## config.mk

```make
export PLATFORM = sky130hd
export DESIGN_NAME = pipe_addsub
export DESIGN_NICKNAME = d
export VERILOG_FILES = /design/src/rtl/pipe_addsub.sv
export SDC_FILE = /design/constraint.sdc
export NUM_CORES = 1
export LEC_CHECK = 0
export BUFFER_PORTS_ARGS = -buffer_cell sky130_fd_sc_hd__buf_2
export CAP_MARGIN = 20
export CORE_ASPECT_RATIO = 2
export CORE_UTILIZATION = 45
export CTS_BUF_LIST = sky130_fd_sc_hd__clkbuf_8
export DETAILED_ROUTE_END_ITERATION = 10
export HOLD_SLACK_MARGIN = 0.08
export PLACE_DENSITY = 0.69
export SYNTH_ARGS = -nofsm -noshare
export SYNTH_HDL_FRONTEND = slang
export SYNTH_SLANG_ARGS = --single-unit
export TNS_END_PERCENT = 100
```

## constraint.sdc

```tcl
create_clock -name clk -period 2.2 [get_ports clk]
set_input_delay 0.22 -clock clk [delete_from_list [all_inputs] [get_ports clk]]
set_output_delay 0.22 -clock clk [all_outputs]
set_load 0.05 [all_outputs]
```

## src/rtl/pipe_addsub.sv

```systemverilog
// Pipelined add/sub: WIDTH bits split into STAGES carry segments with valid/ready on both sides.
// Optional `PIPE_ADDSUB_SAT_EN builds unsigned saturation into the final stage.
module pipe_addsub #(
   parameter int WIDTH  = 8,
   parameter int STAGES = 2
) (
   input  logic             clk,
   input  logic             rst_n,
   input  logic             in_valid,
   output logic             in_ready,
   input  logic [WIDTH-1:0] a,
   input  logic [WIDTH-1:0] b,
   input  logic             sub,
   input  logic             cin,
   output logic             out_valid,
   input  logic             out_ready,
   output logic [WIDTH-1:0] sum,
   output logic             cout,
   output logic             ovf
);

   localparam int CH = WIDTH / STAGES;
   localparam int L  = STAGES - 1;

   logic [STAGES-1:0] v_q, c_q, adv, ld, vin;
   logic [WIDTH-1:0]  s_q [STAGES];
   logic [WIDTH-1:0]  a_q [STAGES];
   logic [WIDTH-1:0]  b_q [STAGES];
   logic              ovf_q;

   logic [WIDTH-1:0]  a_in [STAGES];
   logic [WIDTH-1:0]  b_in [STAGES];
   logic [WIDTH-1:0]  s_in [STAGES];
   logic [WIDTH-1:0]  s_nx [STAGES];
   logic [CH:0]       add_w [STAGES];
   logic [STAGES-1:0] c_in, c_nx;
   logic [WIDTH-1:0]  sum_nx;
   logic              ovf_nx;
`ifdef PIPE_ADDSUB_SAT_EN
   logic [STAGES-1:0] sub_q, sub_in;
`endif

   // Ready ripples back from out_ready; an empty stage accepts regardless of downstream.
   always_comb begin
      logic ok;
      adv = '0;
      ld  = '0;
      ok  = out_ready;
      for (int k = STAGES - 1; k >= 0; k--) begin
         adv[k] = v_q[k] && ok;
         ld[k]  = !v_q[k] || ok;
         ok     = ld[k];
      end
   end

   always_comb begin
      vin    = '0;
      vin[0] = in_valid;
      for (int k = 1; k < STAGES; k++) vin[k] = adv[k-1];
   end

   assign in_ready = ld[0];

   always_comb begin
      a_in[0] = a;
      b_in[0] = sub ? ~b : b;
      c_in    = '0;
      c_in[0] = sub ^ cin;
      s_in[0] = '0;
`ifdef PIPE_ADDSUB_SAT_EN
      sub_in    = '0;
      sub_in[0] = sub;
`endif
      for (int k = 1; k < STAGES; k++) begin
         a_in[k] = a_q[k-1];
         b_in[k] = b_q[k-1];
         c_in[k] = c_q[k-1];
         s_in[k] = s_q[k-1];
`ifdef PIPE_ADDSUB_SAT_EN
         sub_in[k] = sub_q[k-1];
`endif
      end
      c_nx = '0;
      // Each finished chunk enters at the top so chunk 0 lands at bit 0 after the last stage.
      for (int k = 0; k < STAGES; k++) begin
         add_w[k] = {1'b0, a_in[k][CH-1:0]} + {1'b0, b_in[k][CH-1:0]} + {{CH{1'b0}}, c_in[k]};
         s_nx[k]  = (s_in[k] >> CH) | (WIDTH'(add_w[k][CH-1:0]) << (WIDTH - CH));
         c_nx[k]  = add_w[k][CH];
      end
   end

   always_comb begin
      sum_nx = s_nx[L];
      ovf_nx = (a_in[L][CH-1] == b_in[L][CH-1]) && (add_w[L][CH-1] != a_in[L][CH-1]);
`ifdef PIPE_ADDSUB_SAT_EN
      if (!sub_in[L] && c_nx[L])
         sum_nx = '1;
      else if (sub_in[L] && !c_nx[L])
         sum_nx = '0;
`endif
   end

   always_ff @(posedge clk or negedge rst_n) begin
      if (!rst_n) begin
         v_q   <= '0;
         c_q   <= '0;
         ovf_q <= 1'b0;
`ifdef PIPE_ADDSUB_SAT_EN
         sub_q <= '0;
`endif
         for (int k = 0; k < STAGES; k++) begin
            s_q[k] <= '0;
            a_q[k] <= '0;
            b_q[k] <= '0;
         end
      end else begin
         for (int k = 0; k < STAGES; k++) begin
            if (ld[k]) begin
               v_q[k] <= vin[k];
               if (vin[k]) begin
                  s_q[k] <= (k == L) ? sum_nx : s_nx[k];
                  c_q[k] <= c_nx[k];
                  a_q[k] <= a_in[k] >> CH;
                  b_q[k] <= b_in[k] >> CH;
`ifdef PIPE_ADDSUB_SAT_EN
                  sub_q[k] <= sub_in[k];
`endif
               end
            end
         end
         if (ld[L] && vin[L]) ovf_q <= ovf_nx;
      end
   end

   assign out_valid = v_q[L];
   assign sum       = s_q[L];
   assign cout      = c_q[L];
   assign ovf       = ovf_q;

endmodule

```

---- After elaboration in Yosys (flattened, before gate mapping) ----
Index checks and enable logic that the tools add are counted.
word-level totals
  flip-flop bits (word level) ............. 25
  output and inout port bits .............. 12
  logic and storage cells ................. 28
operators by class
  add/sub/neg operators ................... 4
  eq/ne operators ......................... 2
  multiplexer cells ....................... 1
  bitwise gates (word level) .............. 3
  reductions and logical operators ........ 9
operator list
  kind                  number
  adder 4 x 4 -> 5 bit  2
  adder 5 x 1 -> 5 bit  2
  two-way mux 8 bit     1
  inverter 8 bit        1
  OR 4 x 8 -> 8 bit     1
  AND reduction 2 bit   2
  logical AND 1 bit     3
  zero test 1 bit       2
  logical OR 1 bit      2
  == test 1 bit         1
  != test 1 bit         1
  XOR 1 bit             1

---- Logic depth before layout (Yosys ltp) ----
  depth after elaboration ................. 4
  mapped depth ............................ 7
  gate-level depth less buffers ........... 6

---- Least setup slack after synthesis ----
OpenSTA, ideal clock, no wires.
  path type ............................... input to register
  from .................................... input port sub
  to ...................................... register s_q, in the netlist s_in[6]
  library setup time ...................... 125 ps
  data arrival time ....................... 1807 ps
  slack ................................... 268 ps
  stages on the path ...................... 6
  path buffers ............................ 1
  cell sequence ........................... buf_2 > xor2_1 > fa_1 > fa_1 > xor2_1 > mux2_4
on the way
  word-level cells in the longest chain between the ends .. 3
  elaborated cells between the ends (all ways) .. 4
  those cells by class .................... add/sub (2); mux (1); bitwise (1)
RTL lines
  what                             line  RTL
  from (decl)                      13    input logic sub,
  two-way mux 8 bit                66    b_in[0] = sub ? ~b : b;
  adder 4 x 4 -> 5 bit             86    add_w[k] = {1'b0, a_in[k][CH-1:0]} + {1'b0, b_in[k][CH-1:0]} + {{CH{1'b0}}, c_in[k]};
  adder 5 x 1 -> 5 bit (*)         86
  to (signal, indexed assignment)  121   s_q[k] <= (k == L) ? sum_nx : s_nx[k];
  to (decl)                        26    logic [WIDTH-1:0] s_q [STAGES];
Every way passes the cells marked *; elsewhere a longest branch is shown, timed or not.
A chain may end at the register's enable or synchronous reset.

---- Worst setup path in the final report ----
  from .................................... input port sub
  to ...................................... register c_q[0]
on the way
  word-level cells in the longest chain between the ends .. 3
  elaborated cells between the ends (all ways) .. 4
  those cells by class .................... add/sub (2); mux (1); bitwise (1)
RTL lines
  what                             line  RTL
  two-way mux 8 bit                66
  adder 4 x 4 -> 5 bit             86
  adder 5 x 1 -> 5 bit (*)         86
  to (signal, indexed assignment)  122   c_q[k] <= c_nx[k];
  to (decl)                        25    logic [STAGES-1:0] v_q, c_q, adv, ld, vin;
Marks and branches as above.

==> results by group <==
Status
  • Status: completed

Critical path
  • R2r setup slk: 0.55 ns
  • Arr. time, crit path: 1.91 ns
  • Required @ worst endpoint: 2.34 ns
  • Critical path fanouts, max: 9
  • Worst r2r dst: sum[5]
  • Crit end category: flip-flop
  • Crit Reg-Reg Startpoint: a_in[0]
  • Critical path class: in2reg
  • R2R depth: 4
  • Critical path's top delay family: adder cells
  • Slowest cell on crit path: fa_1
  • Worst-path cell chain: buf_2 > xor2_1 > fa_1 > fa_1 > a21o_1 > a21oi_1 > mux2i_1
  • CP most frequent cell: fa_1
  • CP startpoint kind: input pin
  • Worst path bufs/invs: 1
  • Worst stage delay on the critical path: 0.44 ns

GRT
  • Gr usage total: 17.2%
  • Total gr overflow: 0
  • Vias in the first global route: 936
  • First-pass GRT wire length: 3950 um
  • Initial antenna violation count: 0
  • Pin count of the biggest net entering global routing: 26

Timing
  • Final min period: 1.77 ns
  • RSZ-0062 raised after global routing: false
  • Max Freq: 566 MHz
  • Fin Clk Skew: 0.00243 ns
  • Endpoints failing setup: 0
  • Rel. slew slack: 63.1%
  • Final Max Tran Viols: 0
  • Setup TNS: 0 ns
  • Slew of the pin with the lowest slew margin: 0.554 ns
  • Final period util: 80.3%
  • Count of final hold-check violations: 0

Clocking
  • Cts bufs inserted: 3
  • H-Tree Level Count: 1
  • Clk_lat worst skew: 0.26 ns
  • Root Driver: clkbuf_8
  • Clock sinks: 25
  • TritonCTS clock tree: yes
  • Post-CTS setup buffer count: 0
  • Clk pin slew, worst setup/hold paths: 0.08 ns
  • CTS max path bufs: 2

Synth
  • Post-synth top area share: 45.4%
  • Yosys warnings: 0
  • Post-synth top area cell: dfrtp_1
  • Syn_nets: 137
  • Largest cells by area after synthesis: dfrtp_1 (45%), mux2_4 (7.6%), mux2_2 (6.5%)
  • Syn_area_per_cell: 13.1 um2
  • Seq cells post-synth: 25
  • Sequential fraction of the synthesis area: 45.4%
  • Cell variety after synth: 30
  • Post-synthesis cell area: 0.00138 mm2
  • Cells after Synth: 105

Layout
  • Commonest non-fill, non-tap cell in the layout: buf_2
  • Most frequent cells in the layout: buf_2 (33), dfrtp_1 (25), xor2_1 (10)
  • Fraction of layout cells with a size suffix above 1: 39.7%
  • # diodes: 0
  • Filler cells: 278
  • Layout area overhead: 16.9%
  • Area occupied by multi-input gates: 708 um2
  • Register area: 626 um2
  • Fin nets: 174
  • Final Util: 54.7%

Pwr
  • Logic pwr share: 46.3%
  • Sequential Power Share: 38.8%
  • Int Pwr: 1.01 mW
  • Switching fraction of total power: 42.3%
  • Maximum vdd drop: 0.408 mV
  • Switch Pwr: 0.737 mW
  • Clock power frac: 14.9%
  • Leakage: 0.806 nW
  • PwrDens: 1080 mW/mm2

Route
  • DRT iter0 DRCs: 19
  • Via density: 5.34
  • Drt drc: 0
  • Routed wire length: 2350 um
  • Antenna-violating nets left: 0
  • Router iterations before antenna repair: 4
  • DR vias: 913
  • Drt wl/cell: 13.7 um

Place
  • Routability cong.: 0.695
  • Final HPWL DP: 1910 um
  • Number of buffers added on ports: 33

Worst hold path
  • Min-delay src: a[5]
  • Hold Path Depth: 2
  • Worst Hold Endpoint: a_in[1]
  • Hold Path Class: in2reg

Job
  • Max-cap violations: 0

Floorplan
  • Die area: 0.00330 mm2
  • Core ar.: 0.00294 mm2
  • Boundary pin count: 34
  • Die width: 41.1 um
  • Initial cell density of the core: 46.8%
  • Row Count: 28
  • Overall die height: 80.2 um
layout make-up:
| class | instances | share of cell area (%) |
|---|---|---|
| multi-input combinational | 73 | 44.0 |
| sequential | 25 | 38.9 |
| timing repair buffer | 34 | 10.9 |
| clock buffer | 3 | 2.56 |
| tap | 30 | 2.33 |
| inverter | 5 | 1.17 |
| clock inverter | 1 | 0.233 |
power by group through the flow:
stage / Combinational (mW) / Sequential (mW) / Clock [mW]
CTS: 0.816 / 0.680 / 0.267
global route: 0.876 / 0.704 / 0.284
floorplan: 0.330 / 0.975 / 0
global placement: 0.786 / 0.679 / 0
detailed placement: 0.811 / 0.690 / 0
finish: 0.808 / 0.678 / 0.259
state kept, by name, indices dropped and copies added (netlist names):
name  count
sum       8
s_in      4
c_q       2
v_q       2
a_in      4
b_in      4
ovf       1
metal layers:
metal  global-route usage (%)  share of wire [%]  up-vias
li1                         -                  -      440
met5                        0                  0        -
met3                     2.49                3.6        4
met4                     7.74                1.8        0
met1                     19.1                 40      442
met2                     29.5                 54       27
per-stage QoR:
stage | cells | setup slack [ns] | cell area, um2 | hold slack [ns] | total power, mW
after floorplan | 105 | 0.268 | 1380 | -0.0756 | 1.30
after global placement | 166 | 0.217 | 1560 | 0.231 | 1.46
after detailed placement | 166 | 0.139 | 1560 | 0.240 | 1.50
after CTS | 171 | 0.419 | 1610 | 0.178 | 1.76
after global routing | 171 | 0.375 | 1610 | 0.175 | 1.86
final | 171 | 0.434 | 1610 | 0.183 | 1.74
kinds of logic (layout without fill, tap and decap cells):
kind of cell | Yosys count | in the layout | share of synthesized area, %
compound gates | 23 | 23 | 10.6
xor+xnor | 11 | 11 | 6.99
fa+ha+maj | 10 | 10 | 11.3
buf+inv | 7 | 43 | 3.18
flops | 25 | 25 | 45.4
mux | 17 | 17 | 15.6
simple gates | 12 | 12 | 6.90
worst max-delay path by stage:
stage	slack, ns	depth (start not counted)	from	end
finish	0.43	7	sub	c_q[0]
global route	0.38	7	sub	c_q[0]
CTS	0.42	7	sub	c_q[0]
detailed placement	0.14	7	sub	c_q[0]
global placement	0.22	6	sub	s_in[6]
floorplan	0.27	6	sub	s_in[6]
timing repair:
item                                   CTS  global route
endpoints found under the hold margin   25             0
hold buffers                             1             0
resized for setup                        0             0
synthesized netlist by cell type:
cell	instances
xor2_1	10
mux2i_1	2
xnor2_1	1
nor3_1	1
a21bo_2	1
mux2_4	7
nand2_2	1
mux2_2	8
a21boi_0	3
o31ai_1	2
nand2_4	1
and2b_1	1
nand3_1	2
and3b_1	1
inv_1	5
nand3b_4	1
buf_2	1
fa_1	4
nand2b_2	1
ha_1	6
nand2_1	1
buf_12	1
dfrtp_1	25
a21o_1	2
nor2b_1	1
a211oi_1	2
a21oi_1	5
o41ai_1	1
or2b_1	1
o21ai_0	7
(Power assumes the default switching activity.)
